### config.mk
export PLATFORM = sky130hd
export DESIGN_NAME = seven_seg_scan_decoder
export DESIGN_NICKNAME = d
export VERILOG_FILES = /design/src/rtl/seg7_pkg.sv /design/src/rtl/seg7_to_hex.sv /design/src/rtl/seven_seg_scan_decoder.sv
export SDC_FILE = /design/constraint.sdc
export NUM_CORES = 1
export LEC_CHECK = 0
export CORE_AREA = 3 3 114 116
export CTS_CLUSTER_SIZE = 28
export DETAILED_ROUTE_END_ITERATION = 10
export DIE_AREA = 0 0 117 119
export RECOVER_POWER = 50
export SLEW_MARGIN = 20
export SYNTH_ARGS = -nofsm -noshare
export SYNTH_HDL_FRONTEND = slang
export SYNTH_HIERARCHICAL = 1
export SYNTH_SLANG_ARGS = --single-unit
export TNS_END_PERCENT = 50
### constraint.sdc
create_clock -name clk -period 5.75 [get_ports clk]
set_input_delay 1.15 -clock clk [delete_from_list [all_inputs] [get_ports clk]]
set_output_delay 1.15 -clock clk [all_outputs]
set_load 0.03 [all_outputs]
### src/rtl/seg7_pkg.sv
// Shared constants for the seven-segment scan decoder: glyph table, idle codes, scan sample type.
// Latency: none (package only).
// Backpressure: not applicable.
package seg7_pkg;

    localparam logic [6:0] SEG_BLANK = 7'b1111111;
    localparam logic [7:0] AN_IDLE   = 8'hFF;

    // Active-low segment patterns, bit6=g .. bit0=a, indexed by hex value
    localparam logic [15:0][6:0] GLYPH = {
        7'b0001110,  // F
        7'b0000110,  // E
        7'b0100001,  // d
        7'b1000110,  // C
        7'b0000011,  // b
        7'b0001000,  // A
        7'b0010000,  // 9
        7'b0000000,  // 8
        7'b1111000,  // 7
        7'b0000010,  // 6
        7'b0010010,  // 5
        7'b0011001,  // 4
        7'b0110000,  // 3
        7'b0100100,  // 2
        7'b1111001,  // 1
        7'b1000000   // 0
    };

    typedef struct packed {
        logic [7:0] an;
        logic [6:0] seg;
    } scan_t;

    localparam scan_t SCAN_IDLE = '{an: AN_IDLE, seg: SEG_BLANK};

endpackage

### src/rtl/seg7_to_hex.sv
// Reverse-maps an active-low seven-segment pattern to its hex value.
// Latency: combinational.
// Backpressure: none.
module seg7_to_hex
    import seg7_pkg::*;
(
    input  logic [6:0] seg,
    output logic [3:0] value,
    output logic       legal,
    output logic       blank
);

    always_comb begin
        value = 4'd0;
        legal = 1'b0;
        blank = (seg == SEG_BLANK);
        for (int k = 0; k < 16; k++) begin
            if (seg == GLYPH[k]) begin
                value = 4'(k);
                legal = 1'b1;
            end
        end
    end

endmodule

### src/rtl/seven_seg_scan_decoder.sv
// Samples a scanned 7-seg display (AN/hexdisp), debounces it and decodes each digit to hex.
// Latency: outputs update 2+STABLE_CYCLES edges after a pin change.
// Backpressure: none; free-running receiver, patterns shorter than STABLE_CYCLES are dropped.
module seven_seg_scan_decoder
    import seg7_pkg::*;
#(
    parameter int NUM_DIGITS    = 8,
    parameter int STABLE_CYCLES = 4
) (
    input  logic                      clk,
    input  logic                      rst_n,
    input  logic [6:0]                hexdisp,
    input  logic [7:0]                AN,
    input  logic                      clr_err,
    output logic [4*NUM_DIGITS-1:0]   digits,
    output logic [NUM_DIGITS-1:0]     digit_valid,
    output logic [NUM_DIGITS-1:0]     digit_blank,
    output logic                      frame_done,
    output logic                      anode_err,
    output logic                      decode_err
);

    localparam int CW = (STABLE_CYCLES > 1) ? $clog2(STABLE_CYCLES) : 1;
    localparam int IW = (NUM_DIGITS > 1) ? $clog2(NUM_DIGITS) : 1;
    localparam logic [CW-1:0] CNT_MAX = CW'(STABLE_CYCLES - 1);

    scan_t                       sync1_q;
    scan_t                       sync2_q;
    logic [CW-1:0]               cnt_q;
    logic                        captured_q;
    logic [NUM_DIGITS-1:0]       seen_q;
    logic [NUM_DIGITS-1:0][3:0]  digits_q;

    logic                        changed;
    logic                        capture;
    logic [3:0]                  lit_cnt;
    logic [IW-1:0]               lit_idx;
    logic                        one_lit;
    logic                        multi_lit;
    logic [3:0]                  dec_value;
    logic                        dec_legal;
    logic                        dec_blank;
    logic                        dec_bad;
    logic [NUM_DIGITS-1:0]       seen_next;

    always_ff @(posedge clk or negedge rst_n) begin
        if (!rst_n) begin
            sync1_q <= SCAN_IDLE;
            sync2_q <= SCAN_IDLE;
        end else begin
            sync1_q <= '{an: AN, seg: hexdisp};
            sync2_q <= sync1_q;
        end
    end

    // Change is detected one stage early so the counter reads 0 on the first cycle S shows a new pattern
    assign changed = (sync1_q != sync2_q);
    assign capture = (cnt_q == CNT_MAX) && !captured_q;

    always_ff @(posedge clk or negedge rst_n) begin
        if (!rst_n) begin
            cnt_q      <= '0;
            captured_q <= 1'b0;
        end else if (changed) begin
            cnt_q      <= '0;
            captured_q <= 1'b0;
        end else begin
            if (cnt_q != CNT_MAX) begin
                cnt_q <= cnt_q + CW'(1);
            end
            if (capture) begin
                captured_q <= 1'b1;
            end
        end
    end

    always_comb begin
        lit_cnt = 4'd0;
        lit_idx = '0;
        for (int i = 0; i < NUM_DIGITS; i++) begin
            if (!sync2_q.an[i]) begin
                lit_cnt = lit_cnt + 4'd1;
                lit_idx = IW'(i);
            end
        end
    end

    assign one_lit   = capture && (lit_cnt == 4'd1);
    assign multi_lit = capture && (lit_cnt > 4'd1);

    seg7_to_hex u_seg7_to_hex (
        .seg   (sync2_q.seg),
        .value (dec_value),
        .legal (dec_legal),
        .blank (dec_blank)
    );

    assign dec_bad   = !dec_legal && !dec_blank;
    assign seen_next = seen_q | (NUM_DIGITS'(1) << lit_idx);

    always_ff @(posedge clk or negedge rst_n) begin
        if (!rst_n) begin
            digits_q    <= '0;
            digit_valid <= '0;
            digit_blank <= '0;
            seen_q      <= '0;
            frame_done  <= 1'b0;
        end else begin
            frame_done <= 1'b0;
            if (one_lit) begin
                if (dec_legal) begin
                    digits_q[lit_idx]    <= dec_value;
                    digit_valid[lit_idx] <= 1'b1;
                    digit_blank[lit_idx] <= 1'b0;
                end else if (dec_blank) begin
                    digits_q[lit_idx]    <= 4'd0;
                    digit_valid[lit_idx] <= 1'b0;
                    digit_blank[lit_idx] <= 1'b1;
                end else begin
                    digit_valid[lit_idx] <= 1'b0;
                    digit_blank[lit_idx] <= 1'b0;
                end
                if (&seen_next) begin
                    frame_done <= 1'b1;
                    seen_q     <= '0;
                end else begin
                    seen_q <= seen_next;
                end
            end
        end
    end

    assign digits = digits_q;

    // New errors take priority over a coincident clear
    always_ff @(posedge clk or negedge rst_n) begin
        if (!rst_n) begin
            anode_err  <= 1'b0;
            decode_err <= 1'b0;
        end else begin
            if (multi_lit) begin
                anode_err <= 1'b1;
            end else if (clr_err) begin
                anode_err <= 1'b0;
            end
            if (one_lit && dec_bad) begin
                decode_err <= 1'b1;
            end else if (clr_err) begin
                decode_err <= 1'b0;
            end
        end
    end

endmodule
==> results.yml, run 1 <==
layout:
  nets: 470
  final_core_util: 0.4665
  syn_to_final_growth_pct: 23.63
  multi_input_area_sq_um: 1987
  layout-drive-gt1-share: 0.1540
  final_area_sq_um: 5603
  fillers: 1119
  seq_area_sq_um: 2340
  diodes: 0
floorplanning:
  die_x_microns: 117
  ioPinCount: 69
  fp.dieArea_sq_um: 13920
  coreArea_sq_um: 12010
  initial_core_util: 0.3773
  die_y_microns: 119
  rows: 40
pwr:
  p_leak_nw: 2.326
  peakVddDrop_v: 0.0001763
  p_total_w: 0.001506
  power_density_nw_per_um2: 268.8
critical_path:
  cpPeakStageDelay_ps: 750
  worst-path-stages: 20
  critPathSlowestCell: "or4b_1"
  path_common_cell: "ha_1"
  critPathLaunchType: "flop"
  endpoint: "digits[1]"
  path_cells: "inv_1 > ha_1 > xnor2_1 > ha_1 > nor2b_1 > a21o_1 > ha_1 > mux2_2 > ha_1 > nor2_1 > nor3_1 > ha_1 > nand2b_1 > nand2_1 > ha_1 > xor3_1 > a32oi_1 > or4b_1 > nand2b_4 > o2bb2ai_1"
  worstReg2RegStart: "sync2_q[7]"
  path_buf_inv: 1
  arrival_ps: 5490
  critPathCaptureType: "flop"
  path_max_fanout: 8
  required_ps: 5960
  cp-startpoint: "sync2_q[7]"
  crit_type: "reg -> reg"
  r2r_end: "digits[1]"
  r2r_cells: 20
  r2r_setup_slack_ps: 470
  path_delay_family: "adder cells"
yosys:
  yosys_warnings: 6
  avgSynthCellArea_sq_um: 11.89
  async_reset_ff_frac: 1.000
  synthesis.area_sq_um: 4532
  ys_ff_latch: 92
  syn_inst: 381
  syn_nets: 407
  ys.flop_type: "dfrtp_1"
  seq_area_frac_synth: 0.5163
  post_synth_num_cell_types: 74
  ys_top_cells_by_area: "dfrtp_1 (34%), dfstp_2 (17%), o2bb2ai_1 (6.4%), xor2_1 (4.1%), mux2_2 (3.5%)"
  synth_edf_count: 0
  synth_top_area_cell: "dfrtp_1"
  yosysTopAreaCellShare: 0.3424
detailed_routing:
  viasPerCell: 5.353
  vias: 3185
  ant_nets: 0
  avgRoutedWirePerCell_microns: 17.24
  drt_wl_total_mm: 10.26
  drt_iter0_markers: 217
  drtPass1Iterations: 4
  drcViolationCount: 0
global_route:
  grt.overflow.total: 0
  grt_use_total: 0.1589
  antenna_found_initial: 0
  grt_pass1_vias: 3238
  grt_max_degree: 90
  grt_pass1_wl_mm: 17.36
run_status:
  violations: "max-capacitance violations, max-slew violations"
  outcome: "finished with violations"
timing:
  max_freq_ghz: 0.1895
  slew_headroom: -1.505
  slew_violations: 90
  setup_viol: 0
  finalSetupTns_ps: 0
  fin_crit_sh: 0.9176
  rsz0062_at_grt: "false"
  min_period_ps: 5276
  hold_viol_final: 0
  fin_skew_ps: 11.59
  worst_pin_slew_ps: 3758
placed_design:
  gp_congestion: 0.7997
  io_buffers: 68
  postPlaceCellArea_sq_um: 5290
  hpwl_mm: 7.301
clock_tree:
  cts_tree: "yes"
  cts_resized: 0
  cts_hold_buf: 0
  cts_buffers: 9
  cts.path.max_buffers: 2
  cts_root_buf: "clkbuf_16"
  cts.sink_count: 92
  clk_pin_slew_ps: 60
  cts_max_level: 3
  clk_latency_ps: 340
  cts_setup_buffers: 0
hold_path:
  hp-class: "reg -> reg"
  min_from: "sync1_q[12]"
job:
  max_cap_viol_count: 1
synth_stat cells, types with 5 or more instances:
library cell,n
nor3_1,9
nand2_1,16
a21oi_1,11
buf_2,5
buf_6,5
xnor2_1,5
ha_1,8
xor2_1,21
dfrtp_1,62
o2bb2ai_1,33
dfstp_2,30
clkbuf_1,5
nand2b_1,11
nor4_1,7
inv_1,17
nand4_1,8
mux2_2,14
nor2b_1,5
nor2_1,15
o21ai_0,7
nand3_1,6
kinds of logic (layout without fill, tap and decap cells):
kind of cell    Yosys count  in the layout  share of synthesized area
compound gates           79             79                     0.1342
mux                      19             19                    0.05025
simple gates            112            112                     0.1554
fa+ha+maj                 8              8                    0.02209
buf+inv                  39            106                    0.04528
flops                    92             92                     0.5163
xor+xnor                 32             32                    0.07648
how the worst min path moves through the flow:
| stage | endpoint | slack, ps | cells past startpoint |
|---|---|---|---|
| 6_report | sync2_q[12] | 380 | 0 |
| 3_3_place_gp | sync2_q[2] | 360 | 0 |
| 5_1_grt | sync2_q[10] | 380 | 0 |
| 4_1_cts | sync2_q[10] | 370 | 0 |
| 2_1_floorplan | sync2_q[0] | 360 | 0 |
| 3_5_place_dp | sync2_q[1] | 360 | 0 |
power by group:
part	internal, W	total [W]	switching [W]
sequential	0.000665	0.000689	0.0000239
clock	0.000383	0.000634	0.000251
combinational	0.0000852	0.000183	0.0000976
total	0.00113	0.00151	0.000373
cell type report:
cell class                 instances  share of cell area
inverter                          19             0.01273
tap                              147             0.03283
clock buffer                      10             0.04087
sequential                        92              0.4176
clock inverter                     5             0.01519
multi-input combinational        250              0.3546
timing repair buffer              72              0.1262
metrics by stage:
step,hold slack (ps),cells,setup WS [ps]
6_report,376.2,595,473.6
5_1_grt,383.9,595,143.9
4_1_cts,365.7,595,488.5
3_5_place_dp,363.4,580,510.1
3_3_place_gp,362.5,580,661.4
2_1_floorplan,359.8,381,914.1
cell usage in the layout (no fill, tap or decap), types with 8 or more instances in the layout:
cell	instances
a21oi_1	11
clkbuf_16	9
clkdlybuf4s50_1	52
dfrtp_1	62
dfstp_1	15
dfstp_2	15
dlygate4sd3_1	15
ha_1	8
inv_1	17
mux2_2	14
nand2_1	16
nand2b_1	11
nand4_1	8
nor2_1	15
nor3_1	9
o2bb2ai_1	33
xor2_1	21
layer usage:
metal / vias up / GRT usage / share of wire
li1: 1521 / - / -
met1: 1578 / 0.2239 / 0.46
met2: 75 / 0.2429 / 0.49
met3: 11 / 0.04065 / 0.046
met4: 0 / 0.04229 / 0.013
met5: - / 0 / 0
No activity file was read; power rests on OpenSTA's default activity.
==> run 2: changes to the inputs <==
- CORE_AREA: 3 3 114 116 -> 3 3 82 161
- DIE_AREA: 0 0 117 119 -> 0 0 85 164
- RECOVER_POWER: 50 -> 100
==> results.yml, run 2 (same netlist as run 1, synthesis figures left out) <==
run_status:
  outcome: "finished with violations"
  violations: "max-capacitance violations, max-slew violations"
floorplanning:
  fp.dieArea_sq_um: 13940
  die_x_microns: 85
  ioPinCount: 69
  rows: 57
  coreArea_sq_um: 12200
  die_y_microns: 164
  initial_core_util: 0.3716
timing:
  hold_ws_ps: 380.0
  hold_viol_final: 0
  fin_crit_sh: 0.9223
  slew_headroom: -0.6010
  setup_viol: 0
  min_period_ps: 5303
  slew_violations: 46
  max_freq_ghz: 0.1886
  fin_skew_ps: 7.895
  rsz0062_at_grt: "false"
  worst_pin_slew_ps: 2401
  finalSetupTns_ps: 0
pwr:
  power_density_nw_per_um2: 278.5
  p_total_w: 0.001563
  peakVddDrop_v: 0.0001944
  p_leak_nw: 2.512
detailed_routing:
  drt_wl_total_mm: 11.12
  drcViolationCount: 0
  vias: 3255
  drt_iter0_markers: 168
  viasPerCell: 5.461
  ant_nets: 0
  drtPass1Iterations: 4
  avgRoutedWirePerCell_microns: 18.66
placed_design:
  gp_congestion: 0.8351
  numPlacedInstances: 580
  io_buffers: 68
  hpwl_mm: 8.137
layout:
  final_core_util: 0.4601
  fillers: 1120
  layout_common_cells: "dlygate4sd3_1 (66), dfrtp_1 (62), o2bb2ai_1 (33), xor2_1 (21)"
  final_common_cell: "dlygate4sd3_1"
  layout-drive-gt1-share: 0.1448
  nets: 470
  diodes: 0
  syn_to_final_growth_pct: 23.83
  final_cells: 596
clock_tree:
  cts_max_level: 3
  cts_hold_buf: 0
  cts_root_buf: "clkbuf_16"
  cts.path.max_buffers: 2
  cts_tree: "yes"
  cts_buffers: 9
  clk_latency_ps: 340
  cts_setup_buffers: 0
  clk_pin_slew_ps: 70
  cts_resized: 0
  cts.sink_count: 92
critical_path:
  arrival_ps: 5530
  path_delay_family: "adder cells"
  path_buf_inv: 2
  required_ps: 5980
  path_cells: "inv_1 > ha_1 > nand2b_1 > and2_0 > ha_1 > nor2b_1 > a21o_1 > ha_1 > mux2_2 > ha_1 > nor2_1 > nor3_1 > ha_1 > nand2b_1 > nand2_1 > ha_1 > xor3_1 > a32oi_1 > nor2_1 > buf_4 > nand4_1 > mux2_2"
  cpPeakStageDelay_ps: 600
  critPathLaunchType: "flop"
  crit_type: "reg -> reg"
  path_max_fanout: 11
  critPathSlowestCell: "dfstp_1"
  path_common_cell: "ha_1"
  critPathCaptureType: "flop"
global_route:
  grt_pass1_wl_mm: 18.08
  grt_max_degree: 49
  antenna_found_initial: 0
  grt.overflow.total: 0
  grt_pass1_vias: 3427
  grt_use_total: 0.1660
job:
  max_cap_viol_count: 1
hold_path:
  hp-class: "reg -> reg"
## run 2: changes by cell type in the layout (fill, tap and decap cells not counted), moves of 2 or more
cell             delta
dfstp_1             +2
clkdlybuf4s50_1    -51
mux2_1              +4
dlygate4sd3_1      +51
dfstp_2             -2
mux2_4              -4
clkinv_4            +2
## run 2: area by class of cell
class / instances / area, sq um / share of cell area
timing repair buffer: 72 / 701.9 / 0.1251
clock inverter: 7 / 123.9 / 0.02207
multi-input combinational: 250 / 1966 / 0.3503
sequential: 92 / 2340 / 0.4169
inverter: 19 / 71.32 / 0.01271
tap: 147 / 183.9 / 0.03278
clock buffer: 9 / 225.2 / 0.04013
## run 2: worst paths after layout
check / start / endpoint / slack, ps / depth (start not counted)
worst max-delay path: sync2_q[8] / flop / 450 / 22
max in group asynchronous: rst_n / digits[29] / 2040 / 2
min in group asynchronous: rst_n / decode_err / 1530 / 1
worst min register to register: sync1_q[0] / sync2_q[0] / 380 / 0
worst max register to register: sync2_q[8] / flop / 450 / 22
worst min-delay path: sync1_q[0] / sync2_q[0] / 380 / 0
## run 2: report_power, final
| group | internal [W] | leakage, nW | switching [W] | total [W] |
|---|---|---|---|---|
| Sequential | 0.000665 | 1.17 | 0.0000250 | 0.000690 |
| Clock | 0.000429 | 0.172 | 0.000258 | 0.000687 |
| Combinational | 0.0000853 | 1.17 | 0.000101 | 0.000186 |
## run 2: metal layers
layer,vias to the layer above,share of wire,GRT usage
met5,-,0,0
met1,1655,0.40,0.1968
met3,20,0.030,0.03213
li1,1512,-,-
met4,0,0.025,0.07637
met2,68,0.54,0.2861
## run 2: worst reg2reg max path, cell delays in order (launching register included)
cell and delay (ps):
dfstp_1 600, inv_1 60, ha_1 210, nand2b_1 170, and2_0 170, ha_1 310, nor2b_1 140, a21o_1 180
ha_1 310, mux2_2 280, ha_1 290, nor2_1 40, nor3_1 180, ha_1 270, nand2b_1 120, nand2_1 70
ha_1 170, xor3_1 370, a32oi_1 330, nor2_1 90, buf_4 180, nand4_1 270, mux2_2 380
## run 2: stage by stage
step | worst slack, ps | cell area [sq um]
after detailed placement | 502.7 | 5290
after floorplan | 914.1 | 4532
after global placement | 682.3 | 5290
final | 446.9 | 5612
after CTS | 485.1 | 5639
after global routing | 105.4 | 5612
==> run 3: changes to the inputs <==
- SYNTH_HIERARCHICAL: 1 -> unset
==> results.yml, run 3 <==
run_status:
  outcome: "finished with violations"
  violations: "max-capacitance violations, max-slew violations"
yosys:
  synth_commonest_cells: "dfrtp_1 (62), dfstp_2 (30), o2bb2ai_1 (23), mux2_2 (22), xor2_1 (21)"
  synthesis.area_sq_um: 4521
  synth_edf_count: 0
  ys_ff_latch: 92
  post_synth_num_cell_types: 63
  syn_nets: 410
  synth_top_area_cell: "dfrtp_1"
  seq_area_frac_synth: 0.5176
  avgSynthCellArea_sq_um: 11.77
  yosysTopAreaCellShare: 0.3432
  syn_inst: 384
  ys.flop_type: "dfrtp_1"
  async_reset_ff_frac: 1.000
  synth_most_common_cell: "dfrtp_1"
  yosys_warnings: 0
  ys_top_cells_by_area: "dfrtp_1 (34%), dfstp_2 (17%), mux2_2 (5.5%), o2bb2ai_1 (4.5%), xor2_1 (4.1%)"
hold_path:
  min_path_cells: 0
  min_from: "sync1_q[9]"
  hp-class: "reg -> reg"
layout:
  diodes: 0
  final_common_cell: "dlygate4sd3_1"
  layout-drive-gt1-share: 0.1574
  syn_to_final_growth_pct: 23.42
  nets: 472
  layout_common_cells: "dlygate4sd3_1 (66), dfrtp_1 (62), o2bb2ai_1 (23), mux2_2 (22), xor2_1 (21)"
clock_tree:
  cts_hold_buf: 0
  cts_tree: "yes"
  cts.path.max_buffers: 2
  cts.sink_count: 92
  cts_root_buf: "clkbuf_16"
  clk_pin_slew_ps: 60
  cts_max_level: 3
  cts_resized: 0
  clk_latency_ps: 340
  cts_buffers: 9
  cts_setup_buffers: 0
detailed_routing:
  viasPerCell: 5.403
  avgRoutedWirePerCell_microns: 17.82
  dr_wl_met3_microns: 429
  drt_iter0_markers: 185
  drtPass1Iterations: 4
  ant_nets: 0
  top_layer: "met4"
  drt_wl_total_mm: 10.66
  vias: 3231
  drcViolationCount: 0
  wl_met2_mm: 5.890
  drt-met1-wl_mm: 3.838
timing:
  finalSetupTns_ps: 0
  slew_violations: 40
  slew_headroom: -0.3466
  min_period_ps: 5290
  rsz0062_at_grt: "false"
  fin_skew_ps: 7.445
  setup_viol: 0
  worst_pin_slew_ps: 2020
  max_freq_ghz: 0.1890
  hold_viol_final: 0
  fin_crit_sh: 0.9200
  hold_ws_ps: 376.4
critical_path:
  required_ps: 6000
  crit_type: "reg -> reg"
  r2r_cells: 19
  critPathCaptureType: "flop"
  cp-startpoint: "sync2_q[8]"
  arrival_ps: 5540
  worstReg2RegStart: "sync2_q[8]"
  critPathLaunchType: "flop"
  path_max_fanout: 23
placed_design:
  hpwl_mm: 8.157
  gp_congestion: 0.8685
  io_buffers: 68
floorplanning:
  rows: 57
  coreArea_sq_um: 12200
  ioPinCount: 69
  die_y_microns: 164
  die_x_microns: 85
  initial_core_util: 0.3707
  fp.dieArea_sq_um: 13940
pwr:
  peakVddDrop_v: 0.0001476
  p_leak_nw: 2.583
  power_density_nw_per_um2: 270.9
global_route:
  antenna_found_initial: 0
  grt_pass1_vias: 3335
  grt_use_total: 0.1628
  grt_pass1_wl_mm: 17.42
  grt_max_degree: 55
  grt.overflow.total: 0
job:
  max_cap_viol_count: 1
==> run 3: worst paths after layout <==
kind,slack [ps],end
min reg2reg,380,sync2_q[9]
min in group asynchronous,1370,frame_done
max,460,digits[20]
min,380,sync2_q[9]
max in group asynchronous,2210,digits[4]
max reg2reg,460,digits[20]
==> run 3: stage by stage <==
stage | area (sq um) | util | std cells | power, W | worst slack (ps)
floorplan | 4521 | - | 384 | 0.0008915 | 1039
global route | 5579 | 0.4575 | 598 | 0.001583 | 70.01
finish | 5579 | 0.4575 | 598 | 0.001512 | 460.2
CTS | 5608 | 0.4598 | 598 | 0.001539 | 497.8
detailed placement | 5310 | 0.4354 | 582 | 0.0009555 | 559.7
global placement | 5310 | 0.4354 | 582 | 0.0009476 | 752.3
==> run 3: worst max-delay path, cell delays in order (launching register included) <==
cell       delay, ps
dfstp_1          580
inv_1             70
ha_1             350
xnor2_1          160
ha_1             290
nor2b_1          160
a21o_1           190
ha_1             320
mux2_2           280
ha_1             270
nand2b_1         140
nand3_1          110
ha_1             290
nor2_1            40
a41oi_1          320
ha_1             310
o32ai_2          240
buf_4            290
nand4_1          470
o2bb2ai_1        310
==> run 3: kinds of logic (layout without fill, tap and decap cells) <==
family,count (synthesis),after routing,share of synthesized area
buf+inv,34,101,0.03349
compound gates,76,76,0.1304
simple gates,115,115,0.1522
mux,27,27,0.06809
flops,92,92,0.5176
fa+ha+maj,8,8,0.02214
xor+xnor,32,32,0.07611
==> run 3: power breakdown <==
part / switching, W / internal [W]
clock network: 0.000244 / 0.000333
registers: 0.0000220 / 0.000665
logic: 0.000148 / 0.0000991
==> run 3: final cells by class <==
type | count | area, sq um
Tap cell | 147 | 183.9
Inverter | 13 | 48.80
Timing Repair Buffer | 72 | 701.9
Multi-Input combinational cell | 258 | 2007
Sequential cell | 92 | 2340
Clock buffer | 12 | 267.8
Clock inverter | 4 | 30.03
Fill cell | 1096 | 6616
==> run 3: per-layer routing <==
| metal | vias up | track usage |
|---|---|---|
| li1 | 1515 | - |
| met1 | 1579 | 0.1734 |
| met2 | 102 | 0.2946 |
| met3 | 35 | 0.02661 |
| met4 | 0 | 0.09726 |
| met5 | - | 0 |
